[config.mk]
export PLATFORM = sky130hd
export DESIGN_NAME = record_play_sequencer
export DESIGN_NICKNAME = d
export VERILOG_FILES = /design/src/rtl/record_play_sequencer.sv
export SDC_FILE = /design/constraint.sdc
export NUM_CORES = 1
export LEC_CHECK = 0
export BUFFER_PORTS_ARGS = -buffer_cell sky130_fd_sc_hd__buf_2
export CAP_MARGIN = 20
export CORE_UTILIZATION = 39
export DETAILED_ROUTE_END_ITERATION = 6
export PLACE_DENSITY_LB_ADDON = 0.15
export RECOVER_POWER = 100
export SETUP_SLACK_MARGIN = 0.3
export SKIP_LAST_GASP = 1
export SYNTH_ARGS = -nofsm -noshare
export SYNTH_HDL_FRONTEND = slang
export SYNTH_SLANG_ARGS = --single-unit
[constraint.sdc]
create_clock -name clk -period 2.4 [get_ports clk]
set_clock_uncertainty 0.15 [all_clocks]
set_input_delay 0 -clock clk [delete_from_list [all_inputs] [get_ports clk]]
set_output_delay 0 -clock clk [all_outputs]
set_load 0.01 [all_outputs]
[src/rtl/record_play_sequencer.sv]
// rtl/record_play_sequencer.sv - record/playback sequencer for a 64-entry note RAM
//
// Records note_in words into an external note RAM on beat_tick, then plays them
// back, once or looping, with the RAM read data presented on note_out.
//
// Ports:
//   clk         system clock, rising edge
//   reset       synchronous, active-high
//   select      button level; its rising edge starts/stops record and play
//   back        button level; its rising edge aborts to IDLE
//   mode_sel    1 = record, 0 = play (sampled on select rise in IDLE)
//   loop_en     1 = wrap playback to address 0 after the last note
//   beat_tick   one-cycle tempo pulse
//   note_in     note word to record
//   ram_q       note RAM read data (one-cycle read latency)
//   ram_addr    note RAM address (0 outside RECORDING/PLAYING)
//   ram_wren    note RAM write enable
//   ram_data    note RAM write data
//   note_out    last note read during playback
//   note_valid  one-cycle pulse when note_out is updated
//   length      number of recorded notes, 0..64
//   state       IDLE=0, REC_ARM=1, RECORDING=2, PLAYING=3
module record_play_sequencer (
  input  logic        clk,
  input  logic        reset,
  input  logic        select,
  input  logic        back,
  input  logic        mode_sel,
  input  logic        loop_en,
  input  logic        beat_tick,
  input  logic [31:0] note_in,
  input  logic [31:0] ram_q,
  output logic [5:0]  ram_addr,
  output logic        ram_wren,
  output logic [31:0] ram_data,
  output logic [31:0] note_out,
  output logic        note_valid,
  output logic [6:0]  length,
  output logic [1:0]  state
);

  typedef enum logic [1:0] {
    IDLE      = 2'd0,
    REC_ARM   = 2'd1,
    RECORDING = 2'd2,
    PLAYING   = 2'd3
  } state_t;

  state_t     st;
  logic       select_q;
  logic       back_q;
  logic [5:0] addr;
  logic       rd_pend;   // a read was issued last cycle; ram_q is valid now
  logic       stop;      // final non-looping read issued; leave after its pulse
  logic       sel_rise;
  logic       back_rise;
  logic       last_read;

  assign sel_rise  = select & ~select_q;
  assign back_rise = back & ~back_q;
  assign last_read = ({1'b0, addr} == (length - 7'd1));

  assign state    = st;
  // Write is issued in the tick cycle itself; a reset in that cycle cancels it.
  assign ram_wren = (st == RECORDING) && beat_tick && !reset;
  assign ram_data = note_in;
  assign ram_addr = ((st == RECORDING) || (st == PLAYING)) ? addr : 6'd0;

  always_ff @(posedge clk) begin
    if (reset) begin
      st         <= IDLE;
      select_q   <= 1'b0;
      back_q     <= 1'b0;
      addr       <= 6'd0;
      length     <= 7'd0;
      note_out   <= 32'd0;
      note_valid <= 1'b0;
      rd_pend    <= 1'b0;
      stop       <= 1'b0;
    end else begin
      select_q   <= select;
      back_q     <= back;
      note_valid <= 1'b0;
      case (st)
        IDLE: begin
          if (sel_rise) begin
            if (mode_sel) begin
              st <= REC_ARM;
            end else if (length != 7'd0) begin
              st      <= PLAYING;
              addr    <= 6'd0;
              rd_pend <= 1'b0;
              stop    <= 1'b0;
            end
          end
        end
        REC_ARM: begin
          if (back_rise) begin
            st <= IDLE;
          end else if (sel_rise) begin
            st     <= RECORDING;
            addr   <= 6'd0;
            length <= 7'd0;
          end
        end
        RECORDING: begin
          if (beat_tick) begin
            addr   <= addr + 6'd1;
            length <= length + 7'd1;
          end
          // The 64th write also ends recording; addr is parked at 0 so it never wraps into use.
          if (sel_rise || back_rise || (beat_tick && (length == 7'd63))) begin
            st   <= IDLE;
            addr <= 6'd0;
          end
        end
        PLAYING: begin
          if (sel_rise || back_rise) begin
            st       <= IDLE;
            addr     <= 6'd0;
            note_out <= 32'd0;
            rd_pend  <= 1'b0;
            stop     <= 1'b0;
          end else begin
            rd_pend <= 1'b0;
            if (rd_pend) begin
              note_out   <= ram_q;
              note_valid <= 1'b1;
            end
            if (beat_tick && !stop) begin
              rd_pend <= 1'b1;
              if (last_read) begin
                if (loop_en) addr <= 6'd0;
                else         stop <= 1'b1;
              end else begin
                addr <= addr + 6'd1;
              end
            end
            // Exit only once the final read's pulse has gone out and nothing is in flight.
            if (stop && note_valid && !rd_pend) begin
              st   <= IDLE;
              addr <= 6'd0;
              stop <= 1'b0;
            end
          end
        end
        default: st <= IDLE;
      endcase
    end
  end

endmodule

==> impl_metrics.csv <==
group,metric,value,unit
setup_path,crit_chain,"buf_6 > nor3_4 > xnor2_2 > or4_4 > a211oi_4 > o21ai_2 > a21o_1 > nor2_1",
power,total_power,1.63,mW
routing,post_drt_via_cell_ratio,5.12,
floorplan,die-height,82.4,µm
cells_and_area,num-fill-cells,561,
floorplan,die_w,82.4,µm
floorplan,initial_utilization,0.414,
global_routing,antenna_found_initial,0,
power,vdd_drop_max,0.279,mV
floorplan,core-area,6100,µm²
synth,yosysMostFrequentCell,"dfxtp_1",
synth,yosys_register_bits,52,
clock_network,clkSinkCount,52,
power,p_sw_frac,0.259,
routing,vias,2482,
clock_network,clk_pin_slew,120,ps
global_routing,overflow,0,
sta,period_minus_slack,2350,ps
synth,yosysUniqueCellTypes,47,
setup_path,path_class,"reg -> reg",
power,p_per_area,430,nW/µm²
setup_path,crit_arrival,2450,ps
setup_path,r2r-end,"addr[0]",
routing,drt-initial-drc-count,84,
setup_path,worstSetupEndpointType,"register",
hold_path,hold_path.class,"in -> reg",
sta,timing.setup.tns,0,ps
setup_path,endpoint,"addr[0]",
synth,synth.area.top_cells,"dfxtp_1, a22o_1, buf_4",
setup_path,cp_max_fo,5,
sta,setup_viol,0,
clock_network,cts_tree,"done",
place,gp_congestion,0.820,
routing,post_drt_wl_per_cell,14.4,µm
sta,timing.hold.ws,31.6,ps
power,power_frac_clock,0.342,
floorplan,die_area,6790,µm²
cells_and_area,area_growth,50.2,%
synth,synth_edf_count,0,
cells_and_area,finalInstanceArea,3790,µm²
power,power_leakage,1.54,nW
place,dpl.cell_count,400,
sta,worst_slew_pin_slew,382,ps
sta,maxSlewHeadroom,0.745,
synth,ys.flop_type,"dfxtp_1",
place,dp_slack,-4.83,ps
global_routing,grt_usage,0.210,
synth,yosysSeqAreaShare,0.413,
synth,syn_area_per_cell,9.34,µm²
floorplan,placementRows,28,
place,placed_cell_area,2890,µm²
sta,fin_crit_sh,0.980,
synth,yosysTopAreaCell,"dfxtp_1",
synth,yosys_warnings,0,
job,maxCapViolations,0,
global_routing,grt_max_degree,34,
cells_and_area,layout-drive-gt1-share,0.276,
global_routing,first_global_vias,2262,
setup_path,r2r_cells,8,
routing,ant_nets,0,
sta,hold_viol_final,0,
synth,yosys-top-cells-count,"dfxtp_1, buf_4, a22o_1",
setup_path,cp-startpoint,"length[1]",
routing,drc,0,
clock_network,cts_buffer_depth,2,
clock_network,htreeDepth,2,
setup_path,cpMaxStageDelayCell,"or4_4",
clock_network,clk_latency,320,ps
synth,syn_inst,270,
power,switching_power,0.421,mW
power,p_int,1.21,mW
cells_and_area,fin_util,0.622,
power,p_comb_frac,0.125,
cells_and_area,antennaDiodeCount,0,
floorplan,pin_count,152,
routing,first_pass_iters,4,
cells_and_area,layout.cells.non_filler,485,
setup_path,cp_data_required_time,2500,ps
routing,totalWireLength,7000,µm
setup_path,r2r-start,"length[1]",
setup_path,start_kind,"register",
synth,syn_area,2520,µm²
outcome,status,"complete, no violations",
synth,synth_nets,345,
place,io_buffers,87,
synth,synth-async-reset-ratio,0,
synth,synth_top_area_frac,0.413,
sta,max_freq,0.425,GHz
global_routing,grt_pass1_wl,10800,µm
sta,drv_slew,0,
power,power_frac_seq,0.534,
sta,rsz0062_at_grt,"true",
place,detailed_place_hpwl,4250,µm
sta,setup_slack,48.1,ps
clock_network,cts_buffers,5,
setup_path,slowest_delay,530,ps
cells_and_area,nets,484,
clock_network,root_buffer,"clkbuf_8",
setup_path,rrSetupSlack,50,ps
-- layout make-up --
class / count / area, µm² / share of cell area
clock inverter: 3 / 28.8 / 0.00759
clock buffer: 5 / 68.8 / 0.0182
tap: 75 / 93.8 / 0.0248
sequential: 52 / 1050 / 0.277
timing repair buffer: 180 / 1280 / 0.339
inverter: 4 / 15.0 / 0.00396
multi-input combinational: 166 / 1250 / 0.329
-- power by group through the flow --
stage | Clock (mW) | Sequential, mW | Combinational (mW)
after floorplan | 0 | 0.889 | 0.0971
after global placement | 0 | 0.890 | 0.0870
after detailed placement | 0 | 0.890 | 0.0880
after CTS | 0.573 | 0.869 | 0.197
after global routing | 0.608 | 0.871 | 0.221
final | 0.556 | 0.869 | 0.203
-- worst min-delay path by stage --
stage / cells past startpoint / slack, ps / to / start
6_report: 5 / 30 / stop / loop_en
4_1_cts: 5 / 10 / stop / loop_en
3_3_place_gp: 0 / -150 / ram_data[0] / note_in[0]
3_5_place_dp: 0 / -150 / ram_data[0] / note_in[0]
2_1_floorplan: 1 / -60 / ram_data[0] / note_in[0]
5_1_grt: 5 / 90 / stop / loop_en
-- layer usage --
metal | GRT usage | vias to the layer above | wire, µm | part of all wire
met3 | 0.0352 | 7 | 283 | 0.040
met5 | 0 | - | 0 | 0
met2 | 0.363 | 84 | 3470 | 0.50
li1 | - | 1218 | - | -
met4 | 0.0526 | 0 | 61 | 0.0087
met1 | 0.269 | 1173 | 3190 | 0.46
-- cell usage in the layout (no fill, tap or decap), types with 2 or more instances in the layout --
| master | synthesis | layout |
|---|---|---|
| dlygate4sd3_1 | 0 | 71 |
| buf_2 | 2 | 53 |
| dfxtp_1 | 52 | 48 |
| clkbuf_1 | 12 | 34 |
| a22o_1 | 32 | 32 |
| buf_4 | 33 | 20 |
| nor2_1 | 11 | 10 |
| nand3_1 | 9 | 9 |
| a21oi_1 | 11 | 9 |
| and2_1 | 8 | 8 |
| nor2b_1 | 9 | 8 |
| nand2_1 | 8 | 8 |
| xnor2_1 | 9 | 8 |
| nor3_1 | 10 | 7 |
| or3_1 | 6 | 6 |
| o21ai_0 | 7 | 6 |
| clkbuf_8 | 0 | 5 |
| nor3_2 | 1 | 3 |
| nand3b_1 | 3 | 3 |
| a31oi_1 | 3 | 3 |
| ha_1 | 4 | 3 |
| inv_2 | 0 | 2 |
| inv_1 | 4 | 2 |
| nand2b_1 | 2 | 2 |
| xor2_1 | 2 | 2 |
| nand4_1 | 2 | 2 |
| o21a_1 | 2 | 2 |
| o21ai_2 | 2 | 2 |
| a21oi_2 | 0 | 2 |
| inv_6 | 0 | 2 |
| dfxtp_4 | 0 | 2 |
| dfxtp_2 | 0 | 2 |
-- critical path, delay by kind of cell (launching register included) --
| kind | cells | cell delay [ps] |
|---|---|---|
| AO/OA/AOI/OAI | 3 | 650 |
| buffers and inverters | 1 | 120 |
| XOR/XNOR | 1 | 110 |
| flip-flops | 1 | 380 |
| AND/OR/NAND/NOR | 3 | 860 |
-- registers in the layout, summed over array words and instances (netlist names) --
| signal | flops |
|---|---|
| note_valid | 1 |
| select_q | 1 |
| state | 2 |
| back_q | 1 |
| rd_pend | 1 |
| addr | 6 |
| stop | 1 |
| note_out | 32 |
| length | 7 |
-- what timing repair did --
item | in CTS | in global routing
endpoints found under the setup margin | 8 | 10
hold buffers | 71 | 0
resized for setup | 11 | 9
pin swaps | 7 | 8
setup buffers | 4 | 2
hold endpoints to repair | 77 | 0
-- logic make-up after synthesis --
kind of cell / after synthesis / synth area share
xor gates and xnor gates: 11 / 0.0382
adders and majority gates: 4 / 0.0198
buffers and inverters: 52 / 0.130
and+or+nand+nor: 81 / 0.184
AOI/OAI and AO/OA: 70 / 0.215
DFF: 52 / 0.413
Power figures use the tool's default switching activity.
